File: src/rtl/core_pkg.sv
// Shared core definitions: ROB tag width, one-hot pipe codes, and the
// per-source wakeup state carried by issue queue entries.
package core_pkg;

  localparam int unsigned ROB_W = 4;

  localparam logic [3:0] PIPE_ALU = 4'b0001;
  localparam logic [3:0] PIPE_MUL = 4'b0010;
  localparam logic [3:0] PIPE_MEM = 4'b0100;
  localparam logic [3:0] PIPE_BRU = 4'b1000;

  typedef struct packed {
    logic             rdy;
    logic             fwd;
    logic [ROB_W-1:0] rob;
  } src_t;

  function automatic logic pipe_free(input logic [3:0] pipe,
                                     input logic       mul_busy,
                                     input logic       mem_busy);
    return !((|(pipe & PIPE_MUL)) && mul_busy) && !((|(pipe & PIPE_MEM)) && mem_busy);
  endfunction

  // fwd is evaluated against the pre-writeback rdy so it only ever marks
  // sources that were still waiting when the ALU producer issued.
  function automatic src_t src_wake(input src_t             s,
                                    input logic             wb_valid,
                                    input logic [ROB_W-1:0] wb_rob,
                                    input logic             fwd_valid,
                                    input logic [ROB_W-1:0] fwd_rob);
    src_t r;
    r.rob = s.rob;
    r.rdy = s.rdy || (wb_valid && (s.rob == wb_rob));
    r.fwd = !s.rdy && fwd_valid && (s.rob == fwd_rob);
    return r;
  endfunction

endpackage

File: src/rtl/issue_sched_entry.sv
// One issue queue slot's source-operand state: loads a shifted or new op,
// applies writeback/forward wakeups, and reports issue eligibility.
module issue_sched_entry
  import core_pkg::*;
(
  input  logic             clk,
  input  logic             reset,
  input  logic             load,
  input  src_t             ld_src0,
  input  src_t             ld_src1,
  input  logic             valid,
  input  logic [3:0]       pipe,
  input  logic             mul_busy,
  input  logic             mem_busy,
  input  logic             wb_valid,
  input  logic [ROB_W-1:0] wb_rob,
  input  logic             fwd_valid,
  input  logic [ROB_W-1:0] fwd_rob,
  output src_t             src0,
  output src_t             src1,
  output logic             eligible
);

  src_t src0_q, src0_d;
  src_t src1_q, src1_d;

  always_comb begin
    src0_d = src_wake(load ? ld_src0 : src0_q, wb_valid, wb_rob, fwd_valid, fwd_rob);
    src1_d = src_wake(load ? ld_src1 : src1_q, wb_valid, wb_rob, fwd_valid, fwd_rob);
  end

  always_ff @(posedge clk) begin
    if (reset) begin
      src0_q <= '0;
      src1_q <= '0;
    end else begin
      src0_q <= src0_d;
      src1_q <= src1_d;
    end
  end

  assign src0     = src0_q;
  assign src1     = src1_q;
  assign eligible = valid && (src0_q.rdy || src0_q.fwd) && (src1_q.rdy || src1_q.fwd)
                    && pipe_free(pipe, mul_busy, mem_busy);

endmodule

File: src/rtl/issue_sched.sv
// Age-ordered compacting issue queue: offers the oldest eligible op to
// dispatch with ALU-forward selects, and flushes on branch-commit override.
module issue_sched
  import core_pkg::*;
#(
  parameter int unsigned DEPTH     = 4,
  parameter int unsigned PAYLOAD_W = 96,
  localparam int unsigned CW       = $clog2(DEPTH + 1),
  localparam int unsigned IW       = $clog2(DEPTH)
) (
  input  logic                 clk,
  input  logic                 reset,
  input  logic                 bco_valid,
  input  logic                 i_valid,
  output logic                 i_ready,
  input  logic [PAYLOAD_W-1:0] i_payload,
  input  logic [3:0]           i_pipe,
  input  logic [ROB_W-1:0]     i_dst_rob,
  input  logic                 i_src0_rdy,
  input  logic                 i_src1_rdy,
  input  logic [ROB_W-1:0]     i_src0_rob,
  input  logic [ROB_W-1:0]     i_src1_rob,
  input  logic                 i_wb_valid,
  input  logic [ROB_W-1:0]     i_wb_rob,
  input  logic                 i_mul_busy,
  input  logic                 i_mem_busy,
  output logic                 o_valid,
  input  logic                 o_ready,
  output logic [PAYLOAD_W-1:0] o_payload,
  output logic [3:0]           o_pipe,
  output logic [ROB_W-1:0]     o_dst_rob,
  output logic                 o_src0_forward_alu,
  output logic                 o_src1_forward_alu,
  output logic [CW-1:0]        o_count
);

  logic [CW-1:0]        count_q, count_d, wr_idx;
  logic [PAYLOAD_W-1:0] pl_q   [DEPTH];
  logic [PAYLOAD_W-1:0] pl_d   [DEPTH];
  logic [3:0]           pipe_q [DEPTH];
  logic [3:0]           pipe_d [DEPTH];
  logic [ROB_W-1:0]     dst_q  [DEPTH];
  logic [ROB_W-1:0]     dst_d  [DEPTH];
  src_t                 src0   [DEPTH];
  src_t                 src1   [DEPTH];
  src_t                 ld0    [DEPTH];
  src_t                 ld1    [DEPTH];
  logic [DEPTH-1:0]     load, vld, elig;
  logic                 sel_found, fire, enq, fwd_valid;
  logic [IW-1:0]        sel_idx;

  for (genvar g = 0; g < DEPTH; g++) begin : g_ent
    issue_sched_entry u_entry (
      .clk       (clk),
      .reset     (reset),
      .load      (load[g]),
      .ld_src0   (ld0[g]),
      .ld_src1   (ld1[g]),
      .valid     (vld[g]),
      .pipe      (pipe_q[g]),
      .mul_busy  (i_mul_busy),
      .mem_busy  (i_mem_busy),
      .wb_valid  (i_wb_valid),
      .wb_rob    (i_wb_rob),
      .fwd_valid (fwd_valid),
      .fwd_rob   (o_dst_rob),
      .src0      (src0[g]),
      .src1      (src1[g]),
      .eligible  (elig[g])
    );
  end

  always_comb begin
    vld = '0;
    for (int unsigned i = 0; i < DEPTH; i++) vld[i] = CW'(i) < count_q;
  end

  always_comb begin
    sel_found = 1'b0;
    sel_idx   = '0;
    for (int unsigned i = 0; i < DEPTH; i++) begin
      if (!sel_found && elig[i]) begin
        sel_found = 1'b1;
        sel_idx   = IW'(i);
      end
    end
  end

  assign i_ready            = count_q < CW'(DEPTH);
  assign o_count            = count_q;
  assign o_valid            = sel_found && !bco_valid;
  assign o_payload          = pl_q[sel_idx];
  assign o_pipe             = pipe_q[sel_idx];
  assign o_dst_rob          = dst_q[sel_idx];
  assign o_src0_forward_alu = src0[sel_idx].fwd && !src0[sel_idx].rdy;
  assign o_src1_forward_alu = src1[sel_idx].fwd && !src1[sel_idx].rdy;
  assign fire               = o_valid && o_ready;
  assign enq                = i_valid && i_ready && !bco_valid;
  assign fwd_valid          = fire && (|(o_pipe & PIPE_ALU));

  // Slots at or above the issued index take their upper neighbour; a new op
  // lands at count minus the issue so it sits directly above the survivors.
  always_comb begin
    wr_idx  = count_q - CW'(fire);
    count_d = bco_valid ? '0 : count_q + CW'(enq) - CW'(fire);
    load    = '0;
    for (int unsigned i = 0; i < DEPTH; i++) begin
      ld0[i]    = src0[i];
      ld1[i]    = src1[i];
      pl_d[i]   = pl_q[i];
      pipe_d[i] = pipe_q[i];
      dst_d[i]  = dst_q[i];
      if (enq && (wr_idx == CW'(i))) begin
        load[i]   = 1'b1;
        ld0[i]    = '{rdy: i_src0_rdy, fwd: 1'b0, rob: i_src0_rob};
        ld1[i]    = '{rdy: i_src1_rdy, fwd: 1'b0, rob: i_src1_rob};
        pl_d[i]   = i_payload;
        pipe_d[i] = i_pipe;
        dst_d[i]  = i_dst_rob;
      end
    end
    for (int unsigned i = 0; i + 1 < DEPTH; i++) begin
      if (fire && (IW'(i) >= sel_idx) && !(enq && (wr_idx == CW'(i)))) begin
        load[i]   = 1'b1;
        ld0[i]    = src0[i+1];
        ld1[i]    = src1[i+1];
        pl_d[i]   = pl_q[i+1];
        pipe_d[i] = pipe_q[i+1];
        dst_d[i]  = dst_q[i+1];
      end
    end
  end

  always_ff @(posedge clk) begin
    if (reset) count_q <= '0;
    else       count_q <= count_d;
  end

  always_ff @(posedge clk) begin
    for (int unsigned i = 0; i < DEPTH; i++) begin
      pl_q[i]   <= pl_d[i];
      pipe_q[i] <= pipe_d[i];
      dst_q[i]  <= dst_d[i];
    end
  end

endmodule

File: config.mk
export PLATFORM = sky130hd
export DESIGN_NAME = issue_sched
export DESIGN_NICKNAME = d
export VERILOG_FILES = /design/src/rtl/core_pkg.sv /design/src/rtl/issue_sched_entry.sv /design/src/rtl/issue_sched.sv
export SDC_FILE = /design/constraint.sdc
export NUM_CORES = 1
export LEC_CHECK = 0
export BUFFER_PORTS_ARGS = -buffer_cell sky130_fd_sc_hd__buf_2
export CAP_MARGIN = 0
export CORE_MARGIN = 8
export CORE_UTILIZATION = 61
export CTS_BUF_LIST = sky130_fd_sc_hd__clkbuf_8
export CTS_CLUSTER_SIZE = 20
export DETAILED_ROUTE_END_ITERATION = 12
export HOLD_SLACK_MARGIN = 0.02
export PLACE_DENSITY = 0.82
export SYNTH_ARGS = -nofsm -noshare
export SYNTH_HDL_FRONTEND = slang
export SYNTH_SLANG_ARGS = --single-unit
File: constraint.sdc
create_clock -name clk -period 6.4 [get_ports clk]
set_input_delay 0.64 -clock clk [delete_from_list [all_inputs] [get_ports clk]]
set_output_delay 0.64 -clock clk [all_outputs]
set_load 0.05 [all_outputs]
==> impl_metrics.env <==
export IMPL_run_status="completed"
export IMPL_cts_clk_slew_worst_paths_ps=60
export IMPL_antenna_found_initial=11
export IMPL_vias=15900
export IMPL_grt_max_degree=128
export IMPL_area_growth_pct=13.2
export IMPL_crit_fanout=79
export IMPL_die_area_mm2=0.0438
export IMPL_fin_setup_tns_ps=0
export IMPL_cts_root_buf="clkbuf_8"
export IMPL_yosysTopAreaCell="edfxtp_1"
export IMPL_r2r_slack_ps=1600
export IMPL_drt_iter0_drc=1616
export IMPL_crit_type="reg -> out"
export IMPL_clock_sinks=467
export IMPL_critPathLaunchType="register"
export IMPL_clk_insertion_delay_late_ps=640
export IMPL_rows=70
export IMPL_crit_path_cell_trace="inv_1 > ha_1 > a21oi_1 > nand4b_2 > a41oi_1 > or2_4 > buf_12 > nand2_1 > and3_1 > a31oi_1 > buf_2"
export IMPL_synth_cells=1829
export IMPL_gp_congestion=0.945
export IMPL_cts_tree="yes"
export IMPL_synth_simple_area_share_pct=12.8
export IMPL_ant_nets=0
export IMPL_grt_pass1_wl_um=90700
export IMPL_setup_viol=0
export IMPL_cts_setup_buffers=0
export IMPL_wl_um=58300
export IMPL_synthTopCellsByArea="edfxtp_1 (55%), mux2_2 (16%), nand2_1 (6.9%), dfxtp_1 (4.5%), a31oi_1 (2.9%)"
export IMPL_ios=237
export IMPL_core_area_mm2=0.0367
export IMPL_synth_nets=1962
export IMPL_synthFlopType="edfxtp_1"
export IMPL_grt_overflow=0
export IMPL_crit_slowest_cell="or2_4"
export IMPL_ctsHoldBuffers=0
export IMPL_drive_gt1_share_pct=33.7
export IMPL_r2r_end="pl_q[2][83]"
export IMPL_final_nets=2179
export IMPL_synth_common_cells="nand2_1 (417), edfxtp_1 (416), mux2_2 (315), a31oi_1 (106), and3_1 (101)"
export IMPL_final_setup_worst_slack_ps=1260
export IMPL_synth_area_mm2=0.0228
export IMPL_synthMuxAreaShare_pct=17.6
export IMPL_rsz0062_at_grt="false"
export IMPL_fmax_ghz=0.195
export IMPL_chipHeight_um=209
export IMPL_drt_wirelength_per_cell_um=22.6
export IMPL_start_util_pct=62.1
export IMPL_synth_compound_area_share_pct=4.72
export IMPL_worst_ep_required_time_ps=5760
export IMPL_fin_skew_ps=35.5
export IMPL_dr_pass1_iters=6
export IMPL_yosys_area_top_type_share_pct=54.8
export IMPL_ys_ff_latch=467
export IMPL_globalRouteTotalUtil_pct=26.0
export IMPL_drcViolationCount=0
export IMPL_min_path_type="in -> reg"
export IMPL_synth_edf_count=416
export IMPL_worst_pin_slew_ps=1030
export IMPL_cts_buffers=76
export IMPL_cp_end_kind="output pin"
export IMPL_startpoint="o_count[2]"
export IMPL_maxSlewViolCount=0
export IMPL_report_final_hold_viol_count=0
export IMPL_slowest_delay_ps=760
export IMPL_slew_headroom_pct=31.0
export IMPL_synth_most_common_cell="nand2_1"
export IMPL_crit_end="o_payload[57]"
export IMPL_cp_arrival_ps=4500
export IMPL_yosys_warnings=0
export IMPL_min_period_ps=5140
export IMPL_vias_per_cell=6.17
export IMPL_synthArstFlopShare_pct=0
export IMPL_cap_violations=0
export IMPL_reg2reg_from="o_count[2]"
export IMPL_final_util_pct=70.3
export IMPL_ff2ff_path_depth=15
export IMPL_cts_buffer_depth=3
export IMPL_portBuffers=236
export IMPL_seq_area_frac_synth_pct=59.3
export IMPL_cts_htree_levels=3
export IMPL_vdd_drop_max_v=0.000206
export IMPL_cts_resized_gates=0
export IMPL_leakage_uw=0.00974
export IMPL_dieWidth_um=209
export IMPL_synth_distinct_cells=59
export IMPL_pre_cts_slack_ps=1650
export IMPL_p_per_area_mw_per_mm2=242
export IMPL_synth_top_family_by_area="multiplexers"
export IMPL_synth_xor_area_share_pct=2.58
export IMPL_avgSynthCellArea_um2=12.5
export IMPL_grt_pass1_vias=16300
export IMPL_min_period_over_period_pct=80.3
export IMPL_dp_hpwl_um=35000
export IMPL_synthAdderAreaFrac_pct=0.417
sequential cells by signal, summed over array words and instances, names as in the netlist:
signal and cells:
pl_q 384, g_ent.u_entry.src0 24, g_ent.u_entry.src1 24, dst_q 16, pipe_q 16, o_count 3
power breakdown:
group	leakage, uW	switching [uW]	internal [uW]	total, uW
Sequential	0.00419	15.7	3370	3380
Combinational	0.00475	293	180	473
Clock	0.000801	1180	1200	2380
Total	0.00974	1480	4750	6240
cell families (layout without fill, tap and decap cells):
family,after synthesis,in the layout
simple gates,639,639
flops,467,467
mux,356,356
compound gates,160,160
buf+inv,133,407
xor+xnor,67,67
fa+ha+maj,7,7
other cells,0,11
per-stage QoR:
step	total power [uW]	instances	cell area, um2	hold slack (ps)
after floorplan	3760	1829	22800	494
after global placement	3900	2436	24400	541
after detailed placement	3910	2436	24400	534
after CTS	6280	2571	25800	180
after global routing	6440	2578	25800	192
final	6240	2582	25800	225
critical path: cells and delay by family (launching register included):
family          cells  cell delay (ps)
compound gates      3              960
fa+ha+maj           1              270
buf+inv             3              860
flops               1              450
simple gates        4             1270
how the worst min path moves through the flow:
stage                        startpoint                       end  slack [ps]  depth (start not counted)
2_1_floorplan  g_ent[1].u_entry.src1[0]  g_ent[0].u_entry.src1[0]         490                          2
3_3_place_gp   g_ent[0].u_entry.src1[0]  g_ent[0].u_entry.src1[0]         540                          2
3_5_place_dp   g_ent[0].u_entry.src1[0]  g_ent[0].u_entry.src1[0]         530                          2
4_1_cts                    i_dst_rob[3]               dst_q[3][3]         180                          1
5_1_grt                   i_payload[78]               pl_q[3][78]         190                          1
6_report                  i_payload[78]               pl_q[3][78]         230                          1
placed cells by master, fill, tap and decap left out, drive strengths merged, types with 4 or more instances in the layout:
master   Yosys  routed
and3       101     101
o221ai       8       8
buf         56     264
mux2       315     315
or3          8       8
xnor2       31      31
nor3         7       7
ha           6       6
nand4        6       6
edfxtp     416     416
xor2        36      36
nand2      418     418
nand3b       7       7
a21oi       14      14
nor2b        9       9
o21ai       12      12
mux2i       41      41
nor4         9       9
inv          8      36
clkinv       0      21
dfxtp       51      51
diode        0      11
nor2        39      39
nand2b       6       6
clkbuf      69      84
a31oi      107     107
nand3       20      20
a2bb2oi      4       4
routing by layer:
layer,global-route usage (%),vias up,routed length (um)
li1,-,7169,-
met1,34.5,7932,23900
met2,41.8,733,28200
met3,5.54,95,4860
met4,9.65,6,1260
met5,0,-,42
area by class of cell:
type | instances | area (um2)
flip-flops and latches | 467 | 13500
fillers | 2573 | 10900
multi-input cells | 1229 | 8760
repair buffers | 264 | 1500
clock buffers | 84 | 1160
well taps | 468 | 586
clock inverters | 51 | 218
inverters | 8 | 30.0
diodes | 11 | 27.5
(Power assumes the default switching activity.)
